$ cat src/rtl/seg_scan_ctrl.sv
// Multiplexed 4-digit display scan controller. Each digit gets a dark DEAD phase and
// then an ON phase. Per-digit blanking and blinking are applied at the anode decode.
module seg_scan_ctrl #(
   parameter int unsigned REFRESH_DIV = 100000,
   parameter int unsigned DEAD_CYCLES = 16,
   parameter int unsigned BLINK_DIV   = 32
) (
   input  logic       clk,
   input  logic       rst,
   input  logic       en,
   input  logic [3:0] blank_mask,
   input  logic [3:0] blink_mask,
   output logic [1:0] sel,
   output logic [3:0] an,
   output logic       frame_tick,
   output logic       blink_phase
);

   localparam int unsigned CntW = $clog2(REFRESH_DIV);
   localparam int unsigned FrmW = (BLINK_DIV > 1) ? $clog2(BLINK_DIV) : 1;

   localparam logic [CntW-1:0] DeadLast = CntW'(DEAD_CYCLES - 1);
   localparam logic [CntW-1:0] OnLast   = CntW'(REFRESH_DIV - 1);
   localparam logic [FrmW-1:0] FrmLast  = FrmW'(BLINK_DIV - 1);

   typedef enum logic [1:0] {StIdle, StDead, StOn} state_e;

   state_e          state_q;
   logic [CntW-1:0] cnt_q;
   logic [1:0]      sel_q;
   logic [FrmW-1:0] frm_q;
   logic            tick_q;
   logic            blink_q;

   always_ff @(posedge clk) begin
      if (rst) begin
         state_q <= StIdle;
         cnt_q   <= '0;
         sel_q   <= 2'd0;
         frm_q   <= '0;
         tick_q  <= 1'b0;
         blink_q <= 1'b0;
      end else begin
         tick_q <= 1'b0;
         if (!en) begin
            // Dropping enable parks the scan; sel, frame count and blink phase are kept.
            state_q <= StIdle;
            cnt_q   <= '0;
         end else begin
            unique case (state_q)
               StIdle: begin
                  state_q <= StDead;
                  cnt_q   <= '0;
               end
               StDead: begin
                  if (cnt_q == DeadLast) begin
                     state_q <= StOn;
                     cnt_q   <= '0;
                  end else begin
                     cnt_q <= cnt_q + CntW'(1);
                  end
               end
               StOn: begin
                  if (cnt_q == OnLast) begin
                     state_q <= StDead;
                     cnt_q   <= '0;
                     sel_q   <= sel_q + 2'd1;
                     if (sel_q == 2'd3) begin
                        tick_q <= 1'b1;
                        if (frm_q == FrmLast) begin
                           frm_q   <= '0;
                           blink_q <= ~blink_q;
                        end else begin
                           frm_q <= frm_q + FrmW'(1);
                        end
                     end
                  end else begin
                     cnt_q <= cnt_q + CntW'(1);
                  end
               end
               default: begin
                  state_q <= StIdle;
                  cnt_q   <= '0;
               end
            endcase
         end
      end
   end

   // Masks act only on the decode, so a mask change shows up in the same cycle.
   always_comb begin
      an = 4'b1111;
      if (state_q == StOn && !blank_mask[sel_q] && !(blink_mask[sel_q] && blink_q)) begin
         an[sel_q] = 1'b0;
      end
   end

   assign sel         = sel_q;
   assign frame_tick  = tick_q;
   assign blink_phase = blink_q;

endmodule

$ cat config.mk
export PLATFORM = sky130hd
export DESIGN_NAME = seg_scan_ctrl
export DESIGN_NICKNAME = d
export VERILOG_FILES = /design/src/rtl/seg_scan_ctrl.sv
export SDC_FILE = /design/constraint.sdc
export NUM_CORES = 1
export LEC_CHECK = 0
export CORE_AREA = 2 2 65 49
export CTS_CLUSTER_DIAMETER = 100
export DETAILED_ROUTE_END_ITERATION = 12
export DIE_AREA = 0 0 67 51
export PLACE_DENSITY = 0.77
export RECOVER_POWER = 100
export SLEW_MARGIN = 40
export SYNTH_ARGS = -nofsm -noshare
export SYNTH_HDL_FRONTEND = slang
export SYNTH_SLANG_ARGS = --single-unit
$ cat constraint.sdc
create_clock -name clk -period 2.9 [get_ports clk]
set_input_delay 0.58 -clock clk [delete_from_list [all_inputs] [get_ports clk]]
set_output_delay 0.58 -clock clk [all_outputs]
set_load 0.01 [all_outputs]
==> results.json <==
{
  "status": "completed",
  "core_area_um2": 2890,
  "drive_above_1_share_pct": 6.67,
  "min_period_over_period_pct": 95.6,
  "dieHeight_um": 51,
  "fin_util_pct": 59.2,
  "holdCritPathClass": "register to register",
  "grt_pass1_wl_mm": 4.67,
  "drv_cap": 0,
  "r2r_cells": 6,
  "routed_wl_mm": 2.77,
  "yosys-top-cells-area": "dfxtp_1 40%, ha_1 9.8%, nor2_1 7.5%",
  "grt_max_degree": 18,
  "finalSetupViolations": 0,
  "cts_buffer_depth": 2,
  "required_ns": 2.32,
  "p_leak_nw": 0.629,
  "syn_nets": 178,
  "finalMaxSlewViolations": 0,
  "worstSetupPathType": "input port to primary output",
  "synth_top_area_share_pct": 39.9,
  "ys.flop_type": "dfxtp_1",
  "io_pins": 19,
  "synthTopCellsByCount": "28 x dfxtp_1, 28 x nor2_1, 12 x nand2_1",
  "hold-worst-slack_ns": 0.472,
  "path_clk_slew_ns": 0.09,
  "nNetsFinal": 203,
  "ys_seq_area_share_pct": 39.9,
  "num_vias": 1132,
  "rsz0062_at_grt": "false",
  "finClkSkew_ns": 0.00344,
  "postSynthCellCount": 156,
  "antenna_left": 0,
  "clock.fmax_mhz": 361,
  "start_util_pct": 48.5,
  "area_delta_synth_final_pct": 21.9,
  "syn_area_um2": 1400,
  "htree_levels": 1,
  "ys_ff_latch": 28,
  "endpoint_kind": "primary output",
  "yosysUniqueCellTypes": 33,
  "wl_per_cell_um": 12.7,
  "dr.pass1.iters": 4,
  "cts_tree": "yes",
  "cp_max_fo": 4,
  "ys_warn_count": 0,
  "critPathLaunchType": "input port",
  "drc": 0,
  "worstMarginPinSlew_ns": 0.693,
  "hold_viol": 0,
  "numCtsBuffers": 3,
  "hpwl_mm": 2.19,
  "cts-root-buf": "clkbuf_8",
  "routed_via_density": 5.19,
  "min_period_ns": 2.77,
  "synth-async-reset-ratio_pct": 0,
  "place_area_um2": 1650,
  "clk_latency_ns": 0.27,
  "gp_congestion": 0.833,
  "n_fill_cell": 264,
  "portBuffers": 18,
  "power_density_nw_per_um2": 421,
  "row_count": 17,
  "grt_antenna_before_repair": 0,
  "slew_headroom_pct": 53.4,
  "die-area_um2": 3420,
  "design_area_um2": 1710,
  "clock_sinks": 28,
  "diodes": 0,
  "post_cts_buffers": 0,
  "die_w_um": 67,
  "syn_area_per_cell_um2": 9.00,
  "grt_use_total_pct": 17.9,
  "whs_path_depth": 1,
  "peakVddDrop_uv": 210,
  "dr.first_iter.drc_count": 45,
  "gr-total-overflow": 0,
  "synth_edf_count": 0,
  "yosysTopAreaCell": "dfxtp_1",
  "arrival_ns": 2.19,
  "grt_pass1_vias": 1103
}
==> critical path, cell delays in order <==
cell             delay (ns)
clkdlybuf4s50_1        0.41
mux4_2                 0.49
a211oi_2               0.24
buf_4                  0.15
nand2_1                0.05
dlygate4sd2_1          0.28
==> logic make-up (layout without fill, tap and decap cells) <==
kind of cell             after synthesis  after routing  synth area share, %
AO/OA/AOI/OAI                         15             15                 7.13
XOR/XNOR                              17             17                 10.6
adder cells (fa/ha/maj)               11             11                 9.80
buffers and inverters                  9             33                 2.50
flip-flops                            28             28                 39.9
multiplexers                           4              4                 4.63
AND/OR/NAND/NOR                       72             72                 25.4
==> sequential cells by signal, indices dropped and copies added (netlist names) <==
name         cells
cnt_q           17
frame_tick       1
sel              2
frm_q            5
blink_phase      1
state_q          2
==> routing by layer <==
| layer | part of all wire (%) | wire length, µm | GRT usage [%] | vias to the layer above |
|---|---|---|---|---|
| li1 | - | - | - | 593 |
| met1 | 48 | 1320 | 22.9 | 521 |
| met2 | 48 | 1330 | 29.4 | 12 |
| met3 | 2.9 | 80 | 4.41 | 6 |
| met4 | 1.4 | 40 | 6.46 | 0 |
| met5 | 0 | 0 | 0 | - |
==> worst paths after layout <==
check                      start                   end  slack, ns
max                blink_mask[3]                 an[1]       0.13
min          cnt_q[0]$_SDFF_PP0_   cnt_q[0]$_SDFF_PP0_       0.47
max reg2reg  cnt_q[6]$_SDFF_PP0_  cnt_q[14]$_SDFF_PP0_       0.29
min reg2reg  cnt_q[0]$_SDFF_PP0_   cnt_q[0]$_SDFF_PP0_       0.47
==> where the power goes <==
part | leakage [nW] | switching (mW) | internal (mW) | total, mW
Combinational | 0.368 | 0.0137 | 0.0206 | 0.0343
Sequential | 0.226 | 0.00180 | 0.386 | 0.388
Clock | 0.0357 | 0.114 | 0.185 | 0.299
Total | 0.629 | 0.130 | 0.591 | 0.721
==> layout by cell type, fill, tap and decap left out, types with 3 or more instances in the layout <==
| cell type | instances |
|---|---|
| nand4_1 | 3 |
| nor3_1 | 3 |
| dlygate4sd3_1 | 4 |
| ha_1 | 11 |
| nor2_1 | 28 |
| xor2_1 | 9 |
| o21ai_0 | 4 |
| clkdlybuf4s50_1 | 10 |
| inv_1 | 7 |
| nand3_1 | 9 |
| a21oi_1 | 5 |
| clkbuf_8 | 3 |
| dlygate4sd2_1 | 4 |
| or4_1 | 4 |
| or3_1 | 3 |
| xnor2_1 | 8 |
| dfxtp_1 | 28 |
| nand2_1 | 12 |
==> final cells by class <==
class	count	area [µm²]	share of cell area (%)
Sequential cell	28	561	32.7
Timing Repair Buffer	22	198	11.5
Clock inverter	1	30.0	1.75
Clock buffer	3	41.3	2.41
Inverter	7	26.3	1.54
Tap cell	38	47.5	2.78
Multi-Input combinational cell	119	808	47.2
==> metrics by stage <==
stage | total power, mW | TNS, ns | instances | setup WS (ns)
finish | 0.721 | 0 | 218 | 0.126
global route | 0.749 | 0 | 218 | 0.0767
detailed placement | 0.431 | -0.302 | 214 | -0.0837
global placement | 0.429 | -0.0839 | 214 | -0.0275
floorplan | 0.413 | 0 | 156 | 0.669
CTS | 0.734 | 0 | 218 | 0.142
==> timing repair <==
action	CTS	global route
hold endpoints to repair	0	0
gates resized for setup	5	0
endpoints found under the setup margin	4	0
hold buffers	0	0
(Power assumes the default switching activity.)
